$ cat src/rtl/block_core_sequencer.sv
// rtl/block_core_sequencer.sv - issues assembled blocks to a start/done core and buffers results two deep
// A watchdog drops operations whose core never signals done.
module block_core_sequencer #(
  parameter int BSIZE   = 128,
  parameter int TIMEOUT = 255,
  parameter int TWIDTH  = 8,
  parameter int CWIDTH  = 16
) (
  input  logic              clock,
  input  logic              reset,
  input  logic [BSIZE-1:0]  block_in,
  input  logic              block_in_ready,
  output logic              block_in_hold,
  output logic              block_take,
  output logic [BSIZE-1:0]  core_data_out,
  output logic              core_start,
  input  logic              core_done,
  input  logic [BSIZE-1:0]  core_data_in,
  output logic [BSIZE-1:0]  block_out,
  output logic              block_out_ready,
  input  logic              block_out_pull,
  output logic              timeout_err,
  output logic [CWIDTH-1:0] blocks_done
);

  typedef enum logic [1:0] {S_IDLE, S_ISSUE, S_WAIT, S_STALL} state_t;

  localparam logic [TWIDTH-1:0] WDOG_LAST = TWIDTH'(TIMEOUT - 1);

  state_t            state_q;
  logic [BSIZE-1:0]  core_data_q;
  logic [BSIZE-1:0]  block_out_q;
  logic [BSIZE-1:0]  stall_q;
  logic              block_out_ready_q;
  logic              core_start_q;
  logic              timeout_err_q;
  logic [TWIDTH-1:0] wdog_q;
  logic [CWIDTH-1:0] blocks_done_q;
  logic              out_free;

  assign block_take      = (state_q == S_IDLE) && block_in_ready;
  assign block_in_hold   = (state_q != S_IDLE);
  assign core_data_out   = core_data_q;
  assign core_start      = core_start_q;
  assign block_out       = block_out_q;
  assign block_out_ready = block_out_ready_q;
  assign timeout_err     = timeout_err_q;
  assign blocks_done     = blocks_done_q;

  // A result can go straight to block_out when it is empty or being consumed now
  assign out_free = !block_out_ready_q || block_out_pull;

  always_ff @(posedge clock or posedge reset) begin
    if (reset) begin
      state_q           <= S_IDLE;
      core_data_q       <= '0;
      block_out_q       <= '0;
      stall_q           <= '0;
      block_out_ready_q <= 1'b0;
      core_start_q      <= 1'b0;
      timeout_err_q     <= 1'b0;
      wdog_q            <= '0;
      blocks_done_q     <= '0;
    end else begin
      core_start_q <= 1'b0;
      if (block_out_pull && block_out_ready_q) begin
        block_out_ready_q <= 1'b0;
      end
      case (state_q)
        S_IDLE: begin
          if (block_in_ready) begin
            core_data_q  <= block_in;
            core_start_q <= 1'b1;
            state_q      <= S_ISSUE;
          end
        end
        S_ISSUE: begin
          wdog_q  <= '0;
          state_q <= S_WAIT;
        end
        S_WAIT: begin
          if (core_done) begin
            blocks_done_q <= blocks_done_q + CWIDTH'(1);
            if (out_free) begin
              block_out_q       <= core_data_in;
              block_out_ready_q <= 1'b1;
              state_q           <= S_IDLE;
            end else begin
              stall_q <= core_data_in;
              state_q <= S_STALL;
            end
          end else if (wdog_q == WDOG_LAST) begin
            timeout_err_q <= 1'b1;
            state_q       <= S_IDLE;
          end else begin
            wdog_q <= wdog_q + TWIDTH'(1);
          end
        end
        S_STALL: begin
          // Stall is only entered with block_out occupied, so ready stays high on reload
          if (block_out_pull) begin
            block_out_q       <= stall_q;
            block_out_ready_q <= 1'b1;
            state_q           <= S_IDLE;
          end
        end
        default: state_q <= S_IDLE;
      endcase
    end
  end

endmodule

$ cat config.mk
export PLATFORM = sky130hd
export DESIGN_NAME = block_core_sequencer
export DESIGN_NICKNAME = d
export VERILOG_FILES = /design/src/rtl/block_core_sequencer.sv
export SDC_FILE = /design/constraint.sdc
export NUM_CORES = 1
export LEC_CHECK = 0
export ABC_AREA = 1
export CAP_MARGIN = 15
export CORE_UTILIZATION = 30
export CTS_CLUSTER_DIAMETER = 40
export CTS_CLUSTER_SIZE = 20
export DETAILED_ROUTE_END_ITERATION = 10
export DONT_BUFFER_PORTS = 1
export SYNTH_ARGS = -nofsm -noshare
export SYNTH_HDL_FRONTEND = slang
export SYNTH_SLANG_ARGS = --single-unit
$ cat constraint.sdc
create_clock -name clock -period 17 [get_ports clock]
set_clock_uncertainty 0.2 [all_clocks]
set_input_delay 3.4 -clock clock [delete_from_list [all_inputs] [get_ports clock]]
set_output_delay 3.4 -clock clock [all_outputs]
set_load 0.05 [all_outputs]
=== After elaboration in Yosys (flattened, before gate mapping) ===
Index checks and enable logic that the tools add are counted.

* Register bits: 413
* Input bits: 261
* Output and inout port bits: 277
* Logic and storage cells: 59

* Add/subtract/negate cells: 2
* Equality and inequality tests: 11
* Mux-type cells: 20
* Bitwise gates (word level): 2
* Reductions and logical operators: 15

{| class="wikitable"
|+ Operators with widths
! operator !! number
|-
| $mux W128 || 3
|-
| $pmux W128 S2 || 1
|-
| $add A16 B1 Y16 const B || 1
|-
| $mux W8 || 2
|-
| $pmux W8 S2 || 1
|-
| $ne A2 B2 Y1 const B || 6
|-
| $reduce_and A3 Y1 || 4
|-
| $mux W2 || 5
|-
| $add A8 B1 Y8 const B || 1
|-
| $eq A8 B8 Y1 const B || 1
|-
| $pmux W2 S4 || 1
|-
| $mux W1 || 6
|-
| $reduce_bool A2 Y1 || 3
|-
| $eq A2 B2 Y1 const B || 2
|-
| $reduce_and A2 Y1 || 2
|-
| $reduce_and A4 Y1 || 1
|-
| $ne A3 B3 Y1 const B || 1
|-
| $eq A2 B1 Y1 const B || 1
|-
| $logic_and A1 B1 Y1 || 2
|-
| $logic_not A2 Y1 || 1
|-
| $not A1 Y1 || 2
|-
| $pmux W1 S2 || 1
|-
| $logic_not A1 Y1 || 1
|-
| $logic_or A1 B1 Y1 || 1
|}

=== Longest topological paths before layout ===
Gate-level depths: netlist of the first run.

* Depth in word-level cells: 5
* Depth in mapped cells: 10
* Gate-level depth less buffers: 10

=== Worst setup path before layout of the first run ===
OpenSTA, ideal clock, no wires.

* Path type: input port to output port
* From: input port block_in_ready
* To: output port block_take
* Arrival time: 4.221 ns
* Data required time: 13.400 ns
* Path slack: 9.179 ns
* Cell stages on the path: 3
* Buffers on the path: 1
* Cells stage by stage: inv_1 -> nor2_2 -> buf_1

* Cells in the longest elaborated chain, start to end: 1

{| class="wikitable"
|+ RTL lines
! what !! line !! RTL
|-
| start, declared || 12 || <nowiki>input logic block_in_ready,</nowiki>
|-
| $logic_and A1 B1 Y1 || 41 || <nowiki>assign block_take = (state_q == S_IDLE) && block_in_ready;</nowiki>
|-
| end, declared || 14 || <nowiki>output logic block_take,</nowiki>
|}

No other way between the ends.

=== Worst setup path in the final report of the first run ===
Same ends and word-level chain as after synthesis.

==> metrics.md, run 1 <==
| Metric | Value |
|---|---|
| Run status | complete, no violations |
| Delay-heaviest family, CP | simple AND/OR/NAND/NOR gates |
| Post-Synth Simple-Gate Area | 19.2% |
| Crit. End Element | output port |
| Fin crit share | 44.2% |
| Post_cts resized | 0 |
| Most common cell after layout, fill and taps aside | nand2_1 |
| Peak supply drop | 0.130 mV |
| Routability congestion estimate | 0.914 |
| Synth top area share | 59.9% |
| Residual DRC | 0 |
| Hold-fix buffers, CTS | 0 |
| Initial antenna violation count | 0 |
| Die height | 242 um |
| Sequential cell area fraction in the yosys report | 59.9% |
| Top cells by area, synth | dfrtp_1 (60%), nand2_1 (15%), o21a_1 (5.6%), o21ai_0 (3.9%), a21oi_1 (3.7%) |
| Fin. max-slew vios | 0 |
| Largest net degree at the start of global routing | 142 |
| Starting DRT DRC Count | 760 |
| Reg2reg end | core_data_out[1] |
| Clk_lat worst skew | 0.62 ns |
| Synth Area in Compound Gates | 13.4% |
| Design area | 20100 um2 |
| Routed Wire Length | 45500 um |
| Setup Fix Bufs, Post-CTS | 0 |
| CTS tree | yes |
| Reg-to-reg slack, setup | 13.18 ns |
| Slew margin rel. | 30.5% |
| Hold crit path type | reg -> reg |
| Share of layout cells above drive strength 1 | 7.13% |
| Post-synth top area cell | dfrtp_1 |
| Startpoint Class | input pin |
| Largest family of logic cells by synthesized area | simple AND/OR/NAND/NOR gates |
| Crit path cell chain | inv_1, nor2_4 |
| Critical Path AT | 3.91 ns |
| TritonCTS Buffers | 61 |
| Starting Density | 30.5% |
| Max_cap viols | 0 |
| # rows | 87 |
| Post-synth EDFFs | 0 |
| Wire per inst | 16.6 um |
| Mean Syn Cell Area | 8.80 um2 |
| Post-DRT Antenna Nets | 0 |
| Die area | 58500 um2 |
| Setup_tns | 0 ns |
| Pre-CTS WS | 9.44 ns |
| Setup-failing EPs final | 0 |
| Post-synth ARST share | 100% |
| Die W | 242 um |
| P&R area growth vs syn | 16.3% |
| Total number of vias | 12800 |
| Core box area | 56600 um2 |
| Cell area after synthesis | 17200 um2 |
| Most common flop cell mapped by yosys | dfrtp_1 |
| Cell count after synthesis | 1960 |
| Worst slew pin tran | 1.04 ns |
| Multiplexer share of the synthesized area | 0% |
| ANT cells | 0 |
| WP data required | 13.40 ns |
| CP Max Fanout | 2 |
| Leakage power | 9.57 nW |
| Power per cell area | 254 nW/um2 |
| Commonest non-fill, non-tap cells in the layout | nand2_1 (690), dfrtp_1 (413), nor2_1 (151), inv_1 (146), o21ai_0 (134) |
| Adder-Cell Fraction of Synth Area | 0.218% |
| CTS root buf | clkbuf_16 |
| Max stage delay on crit path | 0.41 ns |
| GRT Residual Overflow | 0 |
| Reg2Reg Launch Point | state_q[1] |
| Dpl cell area | 17800 um2 |
| Worst R2R Path Depth | 10 |
| CP bufs+invs | 1 |
| H-Tree Depth | 2 |
| IO Count | 538 |
| Power Total | 5.09 mW |
| Vias in the first global route | 13000 |
| Yosys warns | 0 |
| First-pass GRT wire length | 72700 um |
| Syn nets | 2224 |
| Crit Path Category | in -> out |
| Seq cells post-synth | 413 |
| Clk slew on worst S/H paths | 0.06 ns |
| Worst path slowest cell | nor2_4 |
| Sink Count | 413 |
| Nets | 2189 |
| Vias per cell | 4.68 |
| HP Start | wdog_q[7] |
| Yosys cell types | 27 |
| First-pass DRT Iterations | 5 |
| Tot GR Track Use | 15.4% |
| Final worst setup slack | 9.49 ns |
| Hold EP | wdog_q[7] |
| RSZ-0062 raised after global routing | no |
| Post-layout util | 35.5% |
| Fillers | 5724 |
| Minimum clock period after layout | 7.51 ns |
| Post-synthesis xor/xnor area fraction | 0.863% |
| Fmax | 0.133 GHz |
| Detailed Place HPWL | 31300 um |
| Max Buffers Root-to-Sink | 3 |
| Fin. Hold Viols | 0 |
| Port Buffers | 0 |
| Hold path depth | 2 |
-- metal layers --
| layer | global-route usage [%] | vias to the layer above | wire length [um] |
|---|---|---|---|
| met5 | 0 | - | 0 |
| met4 | 6.50 | 0 | 1620 |
| met3 | 5.83 | 99 | 4730 |
| met2 | 24.9 | 446 | 21400 |
| met1 | 18.3 | 6171 | 17700 |
| li1 | - | 6088 | - |
-- how the worst max path moves through the flow --
stage / start / endpoint / slack, ns / cells after the start
final: block_in_ready / block_take / 9.49 / 2
after CTS: block_in_ready / block_take / 9.44 / 2
after floorplan: reset / block_out[0] / 1.91 / 1
after detailed placement: block_in_ready / block_take / 9.44 / 2
after global placement: block_in_ready / block_take / 9.45 / 2
after global routing: block_in_ready / block_take / 9.42 / 2
-- logic make-up (layout without fill, tap and decap cells) --
logic type               Yosys count  after routing
flip-flops                       413            413
AO/OA/AOI/OAI                    396            396
buffers and inverters            264            282
AND/OR/NAND/NOR                  867            867
adder cells (fa/ha/maj)            3              3
XOR/XNOR                          17             17
-- registers in the layout (all words and copies together), names as in the netlist --
name / count
timeout_err: 1
wdog_q: 8
block_out_ready: 1
block_out: 128
stall_q: 128
state_q: 2
core_data_out: 128
core_start: 1
blocks_done: 16
-- power breakdown --
group / internal, mW / leakage, nW / switching [mW]
clock network: 0.846 / 1.07 / 0.506
registers: 1.43 / 4.86 / 1.38
logic: 0.325 / 3.64 / 0.606
-- cell usage after synthesis (2+ instances only) --
cell type,n
dfrtp_1,413
xor2_1,8
nand3_2,2
nor2_1,151
nor2_2,3
o21a_1,128
buf_2,86
a21oi_1,128
inv_1,148
buf_1,6
xnor2_1,9
o21ai_0,134
nand3_1,11
inv_2,3
clkbuf_1,19
nand2_1,691
nand4_1,6
ha_1,3
o21ai_1,3
-- worst min-delay path, stage by stage (launching register included) --
cell and delay [ns]:
dfrtp_1 0.37, nand2_1 0.06, o21ai_0 0.06
-- cell type report --
type | count | area, um2 | area share [%]
sequential | 413 | 10300 | 51.5
multi-input combinational | 1283 | 5820 | 29.0
clock buffer | 69 | 1600 | 7.96
tap | 756 | 946 | 4.71
clock inverter | 47 | 652 | 3.25
inverter | 151 | 581 | 2.89
timing repair buffer | 15 | 133 | 0.661
-- through the flow --
step	cells	hold slack (ns)
global route	2734	0.343
global placement	2617	0.302
detailed placement	2617	0.311
CTS	2733	0.325
finish	2734	0.326
floorplan	1960	0.274
(Power assumes the default switching activity.)
==> run 2, diff against run 1 <==
clock period = 6.35 ns   (was 17 ns; I/O delays follow)
==> run 2 against run 1 <==
- via count up 0.82%
- total power rose to 2.7 times the previous value
- combinational power rose to 2.7 times the previous value
- critical path type is now reg -> out
- wire length increased by 1.8%
- sequential power rose to 2.7 times the previous value
- largest cell class unchanged
- die area stayed put
- worst hold slack improved by 0.0050 ns
- utilization increased by 0.48 points
- highest routed layer unchanged
- final cell count is 0.51% higher
- global-route usage increased by 0.43 points
- first-iteration DRC count grew 2.5%
- clock power grew to 2.9 times the previous value
==> metrics.md, run 2 (synthesized netlist as in run 1, its figures left out) <==
| Metric | Value |
|---|---|
| Crit. End Element | output port (unchanged) |
| Peak supply drop | 0.371 mV (was 0.130 mV) |
| Hold crit path type | reg -> reg (unchanged) |
| Wire per inst | 16.9 um (was 16.6 um) |
| Tot GR Track Use | 15.8% (was 15.4%) |
| Nets | 2200 (was 2189) |
| First-pass GRT wire length | 73700 um (was 72700 um) |
| Minimum clock period after layout | 3.79 ns |
| Critical Path AT | 2.32 ns (was 3.91 ns) |
| Port Buffers | 0 (unchanged) |
| Pint | 7.18 mW (was 2.60 mW) |
| Vias per cell | 4.70 (was 4.68) |
| Fillers | 5706 (was 5724) |
| TritonCTS Buffers | 72 (was 61) |
| Max Buffers Root-to-Sink | 3 (unchanged) |
| Max_cap viols | 0 (unchanged) |
| ANT cells | 0 (unchanged) |
| Run status | complete, no violations (unchanged) |
| Core box area | 56600 um2 (unchanged) |
| Routability congestion estimate | 0.904 (was 0.914) |
| WP data required | 4.88 ns (was 13.40 ns) |
| Die area | 58500 um2 (unchanged) |
| Placed Cells | 2617 (unchanged) |
| IO Count | 538 (unchanged) |
| Detailed Place HPWL | 31700 um (was 31300 um) |
| CP bufs+invs | 2 (was 1) |
| First-pass DRT Iterations | 7 (was 5) |
| Worst path slowest cell | buf_4 (was nor2_4) |
| Post-DRT Antenna Nets | 0 (unchanged) |
| Max stage delay on crit path | 0.50 ns (was 0.41 ns) |
| Vias in the first global route | 13000 (about the same) |
| Sink Count | 413 (unchanged) |
| Fin. max-slew vios | 0 (unchanged) |
| Fmax | 0.264 GHz |
| Fin crit share | 59.7% |
| GRT Residual Overflow | 0 (unchanged) |
| CTS root buf | clkbuf_16 (unchanged) |
| Largest net degree at the start of global routing | 195 (was 142) |
| CP Max Fanout | 42 (was 2) |
| Starting DRT DRC Count | 779 (was 760) |
| Setup-failing EPs final | 0 (unchanged) |
| Power Total | 13.9 mW (was 5.09 mW) |
| P&R area growth vs syn | 17.9% (was 16.3%) |
| Hold-fix buffers, CTS | 0 (unchanged) |
| Switch Pwr | 6.73 mW (was 2.49 mW) |
| Combinational share of power | 17.9% (was 18.3%) |
| Startpoint Class | register (was input pin) |
| Most common cell after layout, fill and taps aside | nand2_1 (unchanged) |
| Post-layout util | 35.9% (was 35.5%) |
| Fin cells | 2748 (was 2734) |
| H-Tree Depth | 3 (was 2) |
| Clk slew on worst S/H paths | 0.05 ns (was 0.06 ns) |
| Reg-to-reg slack, setup | 2.68 ns (was 13.18 ns) |
| Post_cts resized | 0 (unchanged) |
| Dpl cell area | 17800 um2 (about the same) |
| Crit path cell chain | nor2_2, inv_1, nor2_4, buf_4 (was inv_1, nor2_4) |
| Crit Path Category | reg -> out (was in -> out) |
| Worst slew pin tran | 1.05 ns (was 1.04 ns) |
| Residual DRC | 0 (unchanged) |
| Clk pwr share | 28.0% (was 26.6%) |
| Die W | 242 um (unchanged) |
| CTS tree | yes (unchanged) |
| Design area | 20300 um2 (was 20100 um2) |
| Sw frac | 48.4% (was 49.0%) |
| Clk_lat worst skew | 0.57 ns (was 0.62 ns) |
| Die height | 242 um (unchanged) |
| Share of layout cells above drive strength 1 | 7.88% (was 7.13%) |
| Starting Density | 30.5% (unchanged) |
| Commonest non-fill, non-tap cells in the layout | nand2_1 (690), dfrtp_1 (413), nor2_1 (151), inv_1 (146), o21ai_0 (134) (unchanged) |
| Setup Fix Bufs, Post-CTS | 0 (unchanged) |
| # rows | 87 (unchanged) |
| Delay-heaviest family, CP | buffers and inverters (was simple AND/OR/NAND/NOR gates) |
| RSZ-0062 raised after global routing | no (unchanged) |
| Total number of vias | 12900 (was 12800) |
| Leakage power | 9.70 nW (was 9.57 nW) |
| Initial antenna violation count | 0 (unchanged) |
| Fin. Hold Viols | 0 (unchanged) |
| Power per cell area | 684 nW/um2 (was 254 nW/um2) |
| Hold Slack | 0.331 ns (was 0.326 ns) |
| Slew margin rel. | 30.1% (was 30.5%) |
| Flop pwr share | 54.1% (was 55.1%) |
| Routed Wire Length | 46300 um (was 45500 um) |
-- run 2: cell types whose count changed in the layout (fill, tap and decap cells not counted), moves of 3 or more --
cell       before  now
buf_4          14   11
inv_6          11    8
bufinv_16      10    6
buf_12          0    3
clkinv_2        4    9
clkbuf_8        4    8
clkbuf_16      61   73
-- run 2: worst min-delay path: stages, from the launching register on --
cell and delay [ns]:
dfrtp_1 0.38, nand2_1 0.06, nand2_1 0.06
-- run 2: routing by layer --
metal,track usage [%],wire [um],vias to the layer above
met5,0,0,-
met2,24.9,21400,485
li1,-,-,6124
met1,18.5,18200,6187
met4,7.59,1920,0
met3,6.86,4820,113
-- run 2: cell type report --
type                            instances  area (um2)  area share (%)
Clock buffer                           83        1940            9.56
Timing Repair Buffer                   15         170           0.837
Clock inverter                         47         539            2.65
Multi-Input combinational cell       1283        5820            28.6
Inverter                              151         577            2.84
Tap cell                              756         946            4.65
Sequential cell                       413       10300            50.8
-- run 2: power by group through the flow --
stage / clock (mW) / sequential (mW) / combinational [mW]
after CTS: 4.01 / 7.54 / 2.52
after floorplan: 0 / 7.23 / 2.08
after global placement: 0 / 7.57 / 2.37
final: 3.90 / 7.52 / 2.49
after global routing: 4.13 / 7.65 / 2.94
after detailed placement: 0 / 7.58 / 2.51
-- run 2: path summary, 6_finish.rpt --
kind	startpoint	end	cells past startpoint
max	state_q[1]	block_take	4
min	wdog_q[4]	wdog_q[4]	2
max reg2reg	state_q[1]	core_data_out[120]	8
min reg2reg	wdog_q[4]	wdog_q[4]	2
max in group asynchronous	reset	wdog_q[7]	3
min in group asynchronous	reset	block_out[46]	2
-- run 2: stage by stage --
stage / setup TNS (ns) / worst slack [ns]
floorplan: -283.98 / -0.688
global placement: 0 / 2.41
detailed placement: 0 / 2.28
CTS: 0 / 2.46
global route: 0 / 2.34
finish: 0 / 2.56
